$ cat config.mk
export PLATFORM = sky130hd
export DESIGN_NAME = cmp_expect
export DESIGN_NICKNAME = d
export VERILOG_FILES = /design/src/rtl/cmp_pkg.sv /design/src/rtl/cmp_expect.sv
export SDC_FILE = /design/constraint.sdc
export NUM_CORES = 1
export LEC_CHECK = 0
export CAP_MARGIN = 20
export CORE_AREA = 2 2 39 41
export DETAILED_ROUTE_END_ITERATION = 6
export DIE_AREA = 0 0 41 43
export GPL_TIMING_DRIVEN = 0
export PLACE_DENSITY = 0.31
export SLEW_MARGIN = 25
export SYNTH_ARGS = -nofsm -noshare
export SYNTH_HDL_FRONTEND = slang
export SYNTH_SLANG_ARGS = --single-unit
$ cat constraint.sdc
create_clock -name vclk -period 1.49
set_input_delay 0.447 -clock vclk [all_inputs]
set_output_delay 0.447 -clock vclk [all_outputs]
set_load 0.02 [all_outputs]
$ cat src/rtl/cmp_pkg.sv
// Shared types and the golden comparison rule for the comparator sweep checker.
// Every other checker file imports this package.
package cmp_pkg;

    localparam int DEFAULT_WIDTH = 4;
    localparam int MAX_WIDTH     = 16;

    typedef enum logic [1:0] {
        IDLE,
        APPLY,
        CHECK,
        FINISH
    } state_e;

    typedef struct packed {
        logic equal;
        logic greater;
        logic lesser;
    } flags_t;

    // Operands are zero-extended to MAX_WIDTH by the caller, so the comparison is unsigned.
    function automatic flags_t expect_flags(input logic [MAX_WIDTH-1:0] a,
                                            input logic [MAX_WIDTH-1:0] b);
        flags_t f;
        f.equal   = (a == b);
        f.greater = (a > b);
        f.lesser  = (a < b);
        return f;
    endfunction

endpackage

$ cat src/rtl/cmp_expect.sv
// Combinational golden model that maps an operand pair to the flags a correct
// comparator must produce.
module cmp_expect
    import cmp_pkg::*;
#(
    parameter int WIDTH = DEFAULT_WIDTH
) (
    input  logic [WIDTH-1:0] a_i,
    input  logic [WIDTH-1:0] b_i,
    output flags_t           exp_o
);

    assign exp_o = expect_flags(MAX_WIDTH'(a_i), MAX_WIDTH'(b_i));

endmodule

==> key figures, run 1 <==
Outcome
  – Status: complete, but fails checks
  – Failing checks: negative setup slack

Logic synthesis
  – Post-Syn Nets: 28
  – Synth Area in Simple Gates: approximately a quarter
  – Syn Inst Count: 16
  – Post-Synthesis Mean Instance Area: 8.05 sq um
  – Synth unique cells: 9
  – Compound-Gate Fraction of Synth Area: between 20% and 30%
  – Netlist Area Pre-Place: 129 sq um
  – Post-synthesis sequential area ratio: 0%
  – Top cell type's share of synthesized area: 38.8%
  – Largest family of logic cells by synthesized area: adder cells
  – Synth warnings: 0
  – Ranking of synthesized cells by area: ha_1 (39%), o21bai_4 (15%), inv_1 (12%)
  – Cell taking the most area after synthesis: ha_1
  – Post-synthesis xor/xnor area fraction: 0%
  – Post-synthesis adder-cell area fraction: around two fifths
  – Mux cell area share after synthesis: 0%

Cells and area
  – Final Util: 28.8%
  – Fill cells: 141
  – CLK BUF: 0
  – Share of cells above drive strength 1: 93.1%
  – Final Cell Area: roughly 400 sq um
  – Num sequential: 0
  – Synth-to-layout area growth: 210%
  – Non-Filler Instances: 45
  – FF/Latch Area: 0 sq um
  – Diodes inserted: 0
  – Final nets: between 40 and 50

Die
  – I/O pin cnt: 11
  – Die height: 43 microns
  – Die area: between 1500 and 2000 sq um
  – Core Region: 1380 sq um
  – Row cnt: 14
  – Die W: just over 40 microns
  – Initial Util: 9.31%

Critical path
  – Setup CP Type: in -> out
  – Worst setup startpoint: b_i[3]
  – Buffers & Inverters on Critical Path: 3
  – Data required, critical path: 1.04 ns
  – WP data arrival: 1.31 ns
  – Crit path max-delay family: adder cells
  – CP Max Fanout: 2
  – Max incr delay on CP: 0.26 ns
  – Critical Path Sink Type: output port
  – Worst path cell trace: buf_8 > inv_12 > ha_4 > nand2_4 > o21bai_4 > and2_4 > buf_6
  – Critical path launch point type: input port
  – Worst path slowest cell: ha_4

Power
  – Tot Pwr: 150 uW
  – Leak: 0.163 nW
  – VDD IR max: 0.000107 V
  – Pwr dens: 376 nW/um^2

Timing
  – Max-slew violation count: 0
  – Final Hold Viols: 0
  – RSZ-0062 raised after global routing: yes
  – Actual slew at the worst max-slew pin: roughly 0.2 ns
  – Period utilisation layout: 118%
  – FMAX: 569 MHz
  – Setup violators final: 3
  – Post-route setup slack: -0.269 ns
  – Setup_tns: -0.734 ns
  – WHS: 1.37 ns
  – Rel. slew slack: 87.0%
  – Minimum clock period: approximately 1.8 ns

Clocking
  – CTS Hold Buffers Added: 0

Place
  – # port buffers: 11
  – Placed cell area: 353 sq um
  – Final HPWL DP: 319 microns
  – Placed Instances: 43
  – Gp weighted congestion: 0.578
  – Place WS: -1.34 ns

Global route
  – Overall Global Routing Usage: under 10%
  – First-pass GRT wire length: approximately 550 microns
  – Vias in the first global route: 140
  – Global route overflow: 0
  – Initial antenna violation count: 0
  – Pin count of the biggest net entering global routing: 3

Worst hold path
  – Origin of the worst min-delay path: a_i[3]
  – Hold crit path type: in -> out
  – Hold Path Sink: exp_o[1]
  – WHS Path Cells: 5

Detailed routing
  – Routed vias/inst: about 3.3
  – DR WL/cell: around 7.3 microns
  – Initial DRC count: 0
  – ANT nets after route: 0
  – DR DRC count: 0
  – TritonRoute pass-1 iters: 1
  – Total wire length: 330 microns
  – Detailed-route via count: 148

Job
  – Max Cap Violations: 0
timing repair:
| action | in CTS | in global routing |
|---|---|---|
| pin swaps | 8 | 3 |
| hold endpoints to repair | 0 | 0 |
| setup buffers | 2 | 0 |
| setup endpoints to repair | 3 | 3 |
| resized for setup | 56 | 4 |
layout make-up:
class	instances	area (sq um)	share of cell area (%)
Tap cell	16	20.0	5.02
Multi-Input combinational cell	12	195	48.9
Inverter	4	42.5	10.7
Timing Repair Buffer	13	141	35.4
power by group:
part / total (mW) / switching, mW / internal (mW) / leakage, nW
combinational: 0.150 / 0.0614 / 0.0888 / 0.163
sequential: 0 / 0 / 0 / 0
clock: 0 / 0 / 0 / 0
total: 0.150 / 0.0614 / 0.0888 / 0.163
per-layer routing:
layer	vias up	track usage [%]	routed length, microns	part of all wire, %
met5	-	0	0	0
met4	0	0	0	0
met3	0	0	17	5.2
met2	3	7.50	197	60
met1	68	5.38	115	35
li1	77	-	-	-
Yosys cell counts:
cell,number
nor2b_4,1
ha_1,4
inv_1,4
a21oi_1,1
o21bai_4,1
a21oi_2,1
nor2_1,1
and2_1,1
nand2_1,2
placed cells by master (no fill, tap or decap), types with 2 or more instances in the layout:
cell type | synthesis | routed
buf_6 | 0 | 7
clkdlybuf4s15_1 | 0 | 2
buf_8 | 0 | 2
inv_12 | 0 | 2
ha_4 | 0 | 4
worst max-delay path by stage:
| stage | endpoint | slack [ns] | cells after the start |
|---|---|---|---|
| detailed placement | exp_o[0] | -1.34 | 7 |
| global route | exp_o[0] | -0.29 | 7 |
| CTS | exp_o[0] | -0.28 | 7 |
| floorplan | exp_o[1] | -0.11 | 5 |
| finish | exp_o[0] | -0.27 | 7 |
| global placement | exp_o[0] | -1.33 | 7 |
cells by family after synthesis:
family / count (synthesis)
and+or+nand+nor: 5
adders and majority gates: 4
buffers and inverters: 4
AOI/OAI and AO/OA: 3
worst min-delay path: stages:
cell	delay, ns
buf_6	0.07
ha_4	0.11
a21oi_2	0.04
a21oi_4	0.13
buf_6	0.12
Note: power is estimated with default switching activity, not from simulation.
==> run 2: changes to the inputs <==
--- a/config.mk
+++ b/config.mk
@@ -9,8 +9,8 @@
 export CORE_AREA = 2 2 39 41
 export DETAILED_ROUTE_END_ITERATION = 6
 export DIE_AREA = 0 0 41 43
+export GPL_ROUTABILITY_DRIVEN = 0
 export GPL_TIMING_DRIVEN = 0
-export PLACE_DENSITY = 0.31
 export SLEW_MARGIN = 25
 export SYNTH_ARGS = -nofsm -noshare
 export SYNTH_HDL_FRONTEND = slang
==> run 2 against run 1 <==
The run still ends with negative setup slack left. Combinational power about the same. First-iteration DRC count unchanged. Core utilization decreased by 0.72 points. Flip-flop and latch count unchanged. Maximum frequency decreased by 0.17%. Total power increased by 1.5%. Non-clock buffer count unchanged. Die area unchanged. Highest routed layer unchanged. Worst hold slack improved by 0.0033 ns. Sequential share of layout area unchanged.
==> key figures, run 2 (synthesis gave the netlist of run 1 again) <==
Global route
  – Vias in the first global route: 152
  – Overall Global Routing Usage: approximately 4.6%
  – Pin count of the biggest net entering global routing: 3
  – First-pass GRT wire length: 572 microns
  – Initial antenna violation count: 0
  – Global route overflow: 0

Place
  – # port buffers: 11
  – Placed Instances: 43
  – Final HPWL DP: around 270 microns

Die
  – Die area: 1760 sq um
  – Initial Util: 9.31%
  – Die height: 43 microns
  – Core Region: 1380 sq um
  – I/O pin cnt: 11
  – Die W: 41 microns
  – Row cnt: 14

Critical path
  – CP Max Fanout: 2
  – Worst path slowest cell: ha_4
  – Worst path cell trace: buf_8 > inv_12 > ha_4 > nand2_4 > o21bai_4 > and2_4 > buf_6
  – WP data arrival: 1.31 ns
  – Data required, critical path: 1.04 ns
  – Setup CP Type: in -> out
  – Max incr delay on CP: 0.26 ns
  – Worst setup startpoint: b_i[3]
  – Critical Path Sink Type: output port
  – Critical path launch point type: input port
  – Crit path max-delay family: adder cells
  – WP depth: 7
  – Buffers & Inverters on Critical Path: 3

Detailed routing
  – Routed vias/inst: 3.20
  – DR WL/cell: between 8 and 9 microns
  – ANT nets after route: 0
  – DR DRC count: 0
  – Initial DRC count: 0
  – TritonRoute pass-1 iters: 1
  – Detailed-route via count: 144
  – Total wire length: 363 microns

Cells and area
  – Synth-to-layout area growth: 202%
  – Diodes inserted: 0
  – Commonest non-fill, non-tap cells in the layout: buf_6 (7), ha_4 (4), inv_12 (2), nand2_4 (2), buf_2 (2)
  – Final Util: 28.1%
  – Final nets: 43
  – Multi-input logic area: between 200 and 250 sq um
  – Non-Filler Instances: between 40 and 50
  – Num sequential: 0
  – FF/Latch Area: 0 sq um
  – CLK BUF: 0
  – Share of cells above drive strength 1: between 90 and 100%
  – Commonest non-fill, non-tap cell in the layout: buf_6
  – Fill cells: 151

Timing
  – Setup violators final: 3
  – Max-slew violation count: 0
  – WHS: 1.38 ns
  – Period utilisation layout: 118%
  – Final Hold Viols: 0
  – RSZ-0062 raised after global routing: yes
  – Minimum clock period: 1.76 ns
  – Rel. slew slack: approximately 88%
  – FMAX: between 500 and 600 MHz
  – Post-route setup slack: -0.272 ns
  – Actual slew at the worst max-slew pin: 0.183 ns

Power
  – Pwr dens: 392 nW/um^2
  – P_sw: around 64 uW
  – Leak: 0.164 nW
  – VDD IR max: 0.000186 V
  – Clock share of power: 0%
  – Sequential Power Share: 0%
  – Internal power: 88.2 uW
  – Combinational share of power: 100.0%
  – Switching part of the total: 42.2%

Clocking
  – CTS Hold Buffers Added: 0

Outcome
  – Failing checks: negative setup slack
  – Status: complete, but fails checks

Worst hold path
  – Hold crit path type: in -> out
  – Origin of the worst min-delay path: a_i[3]
  – WHS Path Cells: 5

Job
  – Max Cap Violations: 0
==> run 2: cell count changes in the layout (fill, tap and decap cells not counted), sizes merged <==
| cell | previous run | this run |
|---|---|---|
| clkdlybuf4s15 | 2 | 1 |
| clkbuf | 0 | 1 |
==> run 2: through the flow <==
stage	instance area (sq um)	setup TNS [ns]	power, mW	setup slack, ns
6_report	389	-0.749	0.153	-0.272
5_1_grt	389	-0.833	0.162	-0.294
4_1_cts	384	-0.778	0.149	-0.280
3_5_place_dp	353	-3.81	0.131	-1.34
3_3_place_gp	353	-3.81	0.131	-1.33
2_1_floorplan	223	-0.218	0.0806	-0.112
==> run 2: area by class of cell <==
cell class	count	share of cell area (%)
Inverter	4	10.9
Multi-Input combinational cell	12	51.4
Tap cell	16	5.14
Timing Repair Buffer	13	32.5
==> run 2: per-layer routing <==
layer | up-vias | track usage (%) | wire, microns
li1 | 77 | - | -
met1 | 56 | 6.01 | 138
met2 | 11 | 8.13 | 151
met3 | 0 | 0.524 | 73
met4 | 0 | 0 | 0
met5 | - | 0 | 0
==> run 2: power by group through the flow <==
stage               logic [mW]  clock network, mW  registers [mW]
finish                   0.153                  0               0
detailed placement       0.131                  0               0
CTS                      0.149                  0               0
global route             0.162                  0               0
floorplan               0.0806                  0               0
global placement         0.131                  0               0
==> run 2: tightest hold or removal path, delay by kind of cell <==
kind | cells | cell delay (ns)
fa+ha+maj | 1 | 0.11
buf+inv | 2 | 0.19
compound gates | 2 | 0.18
==> run 2: worst paths after layout <==
| kind | slack, ns | endpoint |
|---|---|---|
| setup / recovery | -0.27 | exp_o[0] |
| hold / removal | 1.38 | exp_o[1] |
==> run 2: timing repair <==
action / 4_1_cts / 5_1_grt
setup endpoints to repair: 3 / 3
resized for setup: 57 / 3
hold endpoints to repair: 0 / 0
pin swaps: 8 / 4
buffers inserted: 2 / 0
